===== src/rtl/max_pool_2x2_pkg.sv =====
// max_pool_2x2_pkg: shared sizing helpers and signed max for the 2x2 pooling stage
// No ports. acc_w gives the horizontal/line-buffer width (widened by one bit when MAX_POOL_AVG_EN is defined).
package max_pool_2x2_pkg;
  function automatic int cnt_w(input int n);
    return (n > 1) ? $clog2(n) : 1;
  endfunction
  function automatic int lb_depth(input int img_w);
    return img_w / 2;
  endfunction
  function automatic int acc_w(input int bw);
`ifdef MAX_POOL_AVG_EN
    return bw + 1;
`else
    return bw;
`endif
  endfunction
  function automatic logic signed [63:0] smax(input logic signed [63:0] a, input logic signed [63:0] b);
    return (a > b) ? a : b;
  endfunction
endpackage


===== src/rtl/max_pool_2x2_if.sv =====
// max_pool_2x2_if: ce-qualified pixel stream in, pooled stream out
// Signals: ce, i_data (producer -> pool); o_data, o_ce, o_frame_done (pool -> consumer).
// Modports: master = stream producer/consumer side, slave = pooling block.
interface max_pool_2x2_if #(parameter int BIT_WIDTH = 32);
  logic ce;
  logic signed [BIT_WIDTH-1:0] i_data;
  logic signed [BIT_WIDTH-1:0] o_data;
  logic o_ce;
  logic o_frame_done;
  modport master(output ce, i_data, input o_data, o_ce, o_frame_done);
  modport slave(input ce, i_data, output o_data, o_ce, o_frame_done);
endinterface


===== src/rtl/max_pool_2x2_line_buf.sv =====
// max_pool_2x2_line_buf: one row of horizontal results, held between the even and odd rows
// Ports: clk; we/waddr/wdata sync write port; raddr/rdata combinational read port. Storage has no reset.
module max_pool_2x2_line_buf #(
  parameter int W = 32,
  parameter int DEPTH = 12,
  parameter int AW = 4
) (
  input  logic                clk,
  input  logic                we,
  input  logic [AW-1:0]       waddr,
  input  logic signed [W-1:0] wdata,
  input  logic [AW-1:0]       raddr,
  output logic signed [W-1:0] rdata
);
  logic signed [W-1:0] mem [DEPTH];
  always_ff @(posedge clk)
    if (we) mem[waddr] <= wdata;
  assign rdata = mem[raddr];
endmodule


===== src/rtl/max_pool_2x2.sv =====
// max_pool_2x2: 2x2 stride-2 pooling of a row-major ce-qualified pixel stream
// Ports: clk; global_rst_n async active-low reset; rst sync clear (line buffer untouched);
//   bus (slave): ce/i_data in, o_data/o_ce/o_frame_done out, one cycle after the window's last pixel.
// Build option: define MAX_POOL_AVG_EN for floor-average pooling instead of signed max.
module max_pool_2x2
  import max_pool_2x2_pkg::*;
#(
  parameter int BIT_WIDTH = 32,
  parameter int IMG_W = 24,
  parameter int IMG_H = 24
) (
  input logic             clk,
  input logic             global_rst_n,
  input logic             rst,
  max_pool_2x2_if.slave   bus
);
  localparam int COL_W = cnt_w(IMG_W);
  localparam int ROW_W = cnt_w(IMG_H);
  localparam int LB_DEPTH = lb_depth(IMG_W);
  localparam int LB_AW = cnt_w(LB_DEPTH);
  localparam int AW = acc_w(BIT_WIDTH);
  logic [COL_W-1:0] col_q, col_d;
  logic [ROW_W-1:0] row_q, row_d;
  logic signed [BIT_WIDTH-1:0] rh_q, rh_d, o_data_q, o_data_d, win;
  logic o_ce_q, o_ce_d, o_fd_q, o_fd_d;
  logic signed [AW-1:0] h, lb_rd;
  logic lb_we, col_last, row_last;
  logic [LB_AW-1:0] lb_addr;
  assign col_last = col_q == COL_W'(IMG_W - 1);
  assign row_last = row_q == ROW_W'(IMG_H - 1);
  assign lb_addr = LB_AW'(col_q >> 1);
`ifdef MAX_POOL_AVG_EN
  localparam int SW = BIT_WIDTH + 2;
  logic signed [SW-1:0] sum;
  assign h = AW'(rh_q) + AW'(bus.i_data);
  assign sum = SW'(lb_rd) + SW'(h);
  assign win = BIT_WIDTH'(sum >>> 2);
`else
  assign h = AW'(smax(64'(rh_q), 64'(bus.i_data)));
  assign win = BIT_WIDTH'(smax(64'(lb_rd), 64'(h)));
`endif
  max_pool_2x2_line_buf #(.W(AW), .DEPTH(LB_DEPTH), .AW(LB_AW)) u_lb (
    .clk(clk),
    .we(lb_we),
    .waddr(lb_addr),
    .wdata(h),
    .raddr(lb_addr),
    .rdata(lb_rd)
  );
  always_comb begin
    col_d = col_q;
    row_d = row_q;
    rh_d = rh_q;
    lb_we = 1'b0;
    o_ce_d = 1'b0;
    o_data_d = '0;
    o_fd_d = 1'b0;
    if (rst) begin
      col_d = '0;
      row_d = '0;
      rh_d = '0;
    end else if (bus.ce) begin
      col_d = col_last ? '0 : col_q + 1'b1;
      row_d = !col_last ? row_q : row_last ? '0 : row_q + 1'b1;
      rh_d = col_q[0] ? rh_q : bus.i_data;
      lb_we = col_q[0] & ~row_q[0];
      o_ce_d = col_q[0] & row_q[0];
      o_data_d = o_ce_d ? win : '0;
      o_fd_d = o_ce_d & col_last & row_last;
    end
  end
  always_ff @(posedge clk or negedge global_rst_n)
    if (!global_rst_n) begin
      col_q <= '0;
      row_q <= '0;
      rh_q <= '0;
      o_data_q <= '0;
      o_ce_q <= 1'b0;
      o_fd_q <= 1'b0;
    end else begin
      col_q <= col_d;
      row_q <= row_d;
      rh_q <= rh_d;
      o_data_q <= o_data_d;
      o_ce_q <= o_ce_d;
      o_fd_q <= o_fd_d;
    end
  assign bus.o_data = o_data_q;
  assign bus.o_ce = o_ce_q;
  assign bus.o_frame_done = o_fd_q;
endmodule


===== src/flat_wrapper.sv =====
// flat-port wrapper written by rule: the top's interface ports become plain ports
module max_pool_2x2_flat import max_pool_2x2_pkg::*;
#(
  parameter int BIT_WIDTH = 32,
  parameter int IMG_W = 24,
  parameter int IMG_H = 24
)
  (clk, global_rst_n, rst, bus_ce, bus_i_data, bus_o_data, bus_o_ce, bus_o_frame_done);
  max_pool_2x2_if #(.BIT_WIDTH(BIT_WIDTH)) bus_i ();
  input logic clk;
  input logic global_rst_n;
  input logic rst;
  input wire logic [$bits(bus_i.ce)-1:0] bus_ce;
  input wire logic [$bits(bus_i.i_data)-1:0] bus_i_data;
  output wire logic [$bits(bus_i.o_data)-1:0] bus_o_data;
  output wire logic [$bits(bus_i.o_ce)-1:0] bus_o_ce;
  output wire logic [$bits(bus_i.o_frame_done)-1:0] bus_o_frame_done;
  assign bus_i.ce = bus_ce;
  assign bus_i.i_data = bus_i_data;
  assign bus_o_data = bus_i.o_data;
  assign bus_o_ce = bus_i.o_ce;
  assign bus_o_frame_done = bus_i.o_frame_done;
  max_pool_2x2 #(.BIT_WIDTH(BIT_WIDTH), .IMG_W(IMG_W), .IMG_H(IMG_H)) u_core (.clk(clk), .global_rst_n(global_rst_n), .rst(rst), .bus(bus_i));
endmodule

===== config.mk =====
export PLATFORM = sky130hd
export DESIGN_NAME = max_pool_2x2_flat
export DESIGN_NICKNAME = d
export VERILOG_FILES = /design/src/rtl/max_pool_2x2_pkg.sv /design/src/rtl/max_pool_2x2_if.sv /design/src/rtl/max_pool_2x2_line_buf.sv /design/src/rtl/max_pool_2x2.sv /design/src/flat_wrapper.sv
export SDC_FILE = /design/constraint.sdc
export NUM_CORES = 1
export LEC_CHECK = 0
export BUFFER_PORTS_ARGS = -buffer_cell sky130_fd_sc_hd__buf_2
export CAP_MARGIN = 0
export CORE_MARGIN = 2
export CORE_UTILIZATION = 55
export DETAILED_ROUTE_END_ITERATION = 8
export PLACE_DENSITY_LB_ADDON = 0.2
export SLEW_MARGIN = 20
export SYNTH_ARGS = -nofsm -noshare
export SYNTH_HDL_FRONTEND = slang
export SYNTH_SLANG_ARGS = --single-unit

===== constraint.sdc =====
create_clock -name clk -period 10.08 [get_ports clk]
set_clock_uncertainty 0.1 [all_clocks]
set_input_delay 3.024 -clock clk [delete_from_list [all_inputs] [get_ports clk]]
set_output_delay 3.024 -clock clk [all_outputs]
set_load 0.02 [all_outputs]

==> results.sh <==
export IMPL_status="finished, final reports clean"
export IMPL_synthAdderAreaFrac_pct=4.14
export IMPL_wl_per_cell_um=26.0
export IMPL_die_y_um=193
export IMPL_critPathSlowestCell="mux2i_1"
export IMPL_first_pass_iters=5
export IMPL_drv_cap=0
export IMPL_power_density_nw_per_um2=191
export IMPL_netlist_area_sq_um=19600
export IMPL_cp_start_kind="primary input"
export IMPL_clock_path_buffers=3
export IMPL_async_reset_ff_share_pct=16.5
export IMPL_grt_overflow_total=0
export IMPL_reg2reg_depth=19
export IMPL_start_util_pct=55.6
export IMPL_ioPinCount=70
export IMPL_fmax_ghz=0.118
export IMPL_portBuffers=69
export IMPL_whs_path_depth=1
export IMPL_r2r_start="u_core.rh_q[14]"
export IMPL_cts_buffers=46
export IMPL_avgSynthCellArea_sq_um=16.9
export IMPL_worstHoldStart="u_core.rh_q[0]"
export IMPL_critical_path_class="in -> reg"
export IMPL_synth_ff_type="edfxtp_1"
export IMPL_synth_top_family_by_area="multiplexers"
export IMPL_cts_clk_slew_worst_paths_ns=0.06
export IMPL_synth_edff_count=384
export IMPL_antenna_cells=0
export IMPL_total_power_mw=4.21
export IMPL_root_buffer="clkbuf_16"
export IMPL_cp_required_ns=10.43
export IMPL_finalMaxSlewViolations=0
export IMPL_cp_slowest_stage_delay_ns=0.70
export IMPL_hold_viol=0
export IMPL_routed_wl_mm=45.3
export IMPL_post_route_drc_count=0
export IMPL_synth_seq_cells=460
export IMPL_drtIter0Drc=1140
export IMPL_place_congestion=0.838
export IMPL_grt_max_degree=106
export IMPL_drive_gt1_share_pct=23.1
export IMPL_multi_input_area_sq_um=5800
export IMPL_placed_area_sq_um=20600
export IMPL_leakagePower_nw=8.02
export IMPL_rrSetupSlack_ns=3.80
export IMPL_die_width_um=193
export IMPL_ys_seq_area_share_pct=68.5
export IMPL_vias=11000
export IMPL_synth_distinct_cells=56
export IMPL_design_core_area_sq_um=35300
export IMPL_r2r_end="u_core.bus.o_data[31]"
export IMPL_syn_instance_count=1160
export IMPL_period_needed_ns=8.46
export IMPL_area_growth_pct=12.7
export IMPL_grt_use_total_pct=24.8
export IMPL_final_cell_area_sq_um=22100
export IMPL_post_cts_resized=0
export IMPL_cts_tree="done"
export IMPL_utilization_pct=62.6
export IMPL_antenna_found_initial=2
export IMPL_critPathMaxFanout=26
export IMPL_irDropWorstVdd_uv=151
export IMPL_vias_per_cell=6.31
export IMPL_post_synth_xor_area_fraction_pct=0.134
export IMPL_synth_compound_area_share_pct=6.12
export IMPL_synth_nets=1260
export IMPL_ctsHoldBuffers=0
export IMPL_dpl_hpwl_mm=25.9
export IMPL_hold_class="reg -> reg"
export IMPL_rsz0062_at_grt="no"
export IMPL_cp_startpoint="bus_i_data[14]"
export IMPL_period_share_pct=83.9
export IMPL_setup_tns_ns=0
export IMPL_grt_pass1_wl_mm=66.7
export IMPL_worstMarginPinSlew_ns=1.12
export IMPL_hold_end="u_core.rh_q[0]"
export IMPL_cts_sink_count=460
export IMPL_die_area_sq_um=37200
export IMPL_path_cells="buf_2 -> inv_1 -> ha_1 -> nand4_1 -> nor3_1 -> a21boi_1 -> o32ai_1 -> a211o_2 -> mux2i_1 -> ha_1 -> a21oi_1 -> o22ai_1 -> o21bai_1 -> nand2_1 -> o21ai_0 -> a2111oi_0 -> a211oi_1 -> o31a_1 -> buf_4 -> nor3_1 -> a211oi_1"
export IMPL_synth_area_mux_share_pct=14.5
export IMPL_first_global_vias=10700
export IMPL_post_cts_setup_buffers=0
export IMPL_critPathArrivalTime_ns=8.81
export IMPL_setup_viol=0
export IMPL_seq_area_sq_um=13400
export IMPL_htree_levels=2
export IMPL_ant_nets=0
export IMPL_slew_headroom_pct=24.9
export IMPL_rows=69
export IMPL_cp_end_kind="flop"
export IMPL_yosysWarningCount=0
export IMPL_clk_latency_ns=0.56
export IMPL_fill_cells=2514
export IMPL_yosys_area_share_simple_pct=4.03
export IMPL_fin_nets=1344
-- synthesized netlist by cell type, types with 2 or more instances --
cell      number  area (sq um)
inv_1         70           263
o31a_1         2          17.5
clkbuf_1      32           120
a31oi_1        2          12.5
a21oi_1       40           200
nor3b_1        2          15.0
ha_1          64           801
a21o_1         9          67.6
nand2b_1       4          25.0
o21ai_0       42           210
a211o_1        2          17.5
nor2_1        31           116
a211oi_1      12          90.1
mux2i_1       64           641
buf_1         16          60.1
o21ai_1        9          45.0
nor3_1        26           130
nand3_1       22           110
dfrtp_1       76          1900
and3_1         4          25.0
nand2_1       47           176
o31ai_1        2          15.0
or4_1          3          22.5
o211ai_1       2          15.0
and4_1         3          26.3
edfxtp_1     384         11500
nor2b_1        4          25.0
buf_2         10          50.1
a22o_1        32           280
nand4_1       12          75.1
a211oi_2      10           125
mux2_2         2          22.5
mux4_2        96          2160
xor2_1         2          17.5
-- worst max-delay path, delay by kind of cell --
kind	cells	cell delay, ns
AO/OA/AOI/OAI	11	3.14
AND/OR/NAND/NOR	4	0.78
multiplexers	1	0.70
adder cells (fa/ha/maj)	2	0.67
buffers and inverters	3	0.49
-- sequential cells by signal (all words and copies together), names as in the netlist --
signal	cells
u_core.row_q	5
u_core.u_lb.mem	384
u_core.bus.o_ce	1
u_core.bus.o_frame_done	1
u_core.col_q	5
u_core.bus.o_data	32
u_core.rh_q	32
-- where the power goes --
group	switching, mW	leakage [nW]	internal (mW)
sequential	0.00970	4.52	2.13
combinational	0.266	2.79	0.132
clock	0.702	0.716	0.976
-- layout by cell type (no fill, tap or decap), types with 5 or more instances in the layout --
cell type / Yosys / layout
nand4_1: 12 / 12
clkbuf_16: 0 / 47
dfrtp_1: 76 / 72
nor2_1: 31 / 21
o21ai_1: 9 / 9
buf_2: 10 / 68
ha_1: 64 / 64
a211oi_2: 10 / 10
mux2i_1: 64 / 64
nor2_4: 0 / 9
mux4_2: 96 / 96
nand3_1: 22 / 21
clkbuf_1: 32 / 6
a21o_1: 9 / 9
o21ai_0: 42 / 42
clkinv_1: 0 / 12
a211oi_1: 12 / 12
a22o_1: 32 / 32
buf_4: 0 / 26
clkinv_2: 0 / 5
nor3_1: 26 / 22
nand2_1: 47 / 47
inv_1: 70 / 70
edfxtp_1: 384 / 384
a21oi_1: 40 / 40
-- area by class of cell --
class                           count  share of cell area (%)
Clock buffer                       56                    5.61
Clock inverter                     27                    1.08
Inverter                           71                    1.20
Multi-Input combinational cell    570                    26.2
Timing Repair Buffer               95                    2.51
Tap cell                          461                    2.61
Sequential cell                   460                    60.8
-- how the worst max path moves through the flow --
stage                     slack (ns)                    end  depth (start not counted)
after floorplan                 2.50   u_core.bus.o_data[1]                         20
after CTS                       1.72  u_core.bus.o_data[31]                         21
after global routing            1.25  u_core.bus.o_data[27]                         21
after detailed placement        1.19  u_core.bus.o_data[18]                         22
after global placement          1.27  u_core.bus.o_data[14]                         18
final                           1.62  u_core.bus.o_data[31]                         21
-- per-layer routing --
layer  track usage (%)  share of wire [%]  vias up
met5                 0                  0        -
met4              7.84                2.5        0
met3              4.95                8.1       84
met2              37.8                 46      482
met1              36.4                 43     5665
li1                  -                  -     4744
-- logic make-up (layout without fill, tap and decap cells) --
kind of cell / after synthesis / after routing
flip-flops: 460 / 460
AO/OA/AOI/OAI: 175 / 175
adder cells (fa/ha/maj): 65 / 65
multiplexers: 163 / 163
buffers and inverters: 130 / 249
AND/OR/NAND/NOR: 164 / 164
XOR/XNOR: 3 / 3
-- stage by stage --
| step | hold WS, ns | std cells | worst slack, ns |
|---|---|---|---|
| 2_1_floorplan | 0.373 | 1160 | 2.50 |
| 3_3_place_gp | 0.390 | 1657 | 1.27 |
| 3_5_place_dp | 0.395 | 1657 | 1.19 |
| 4_1_cts | 0.414 | 1740 | 1.72 |
| 5_1_grt | 0.442 | 1740 | 1.25 |
| 6_report | 0.414 | 1740 | 1.62 |
No activity file was read; power rests on OpenSTA's default activity.
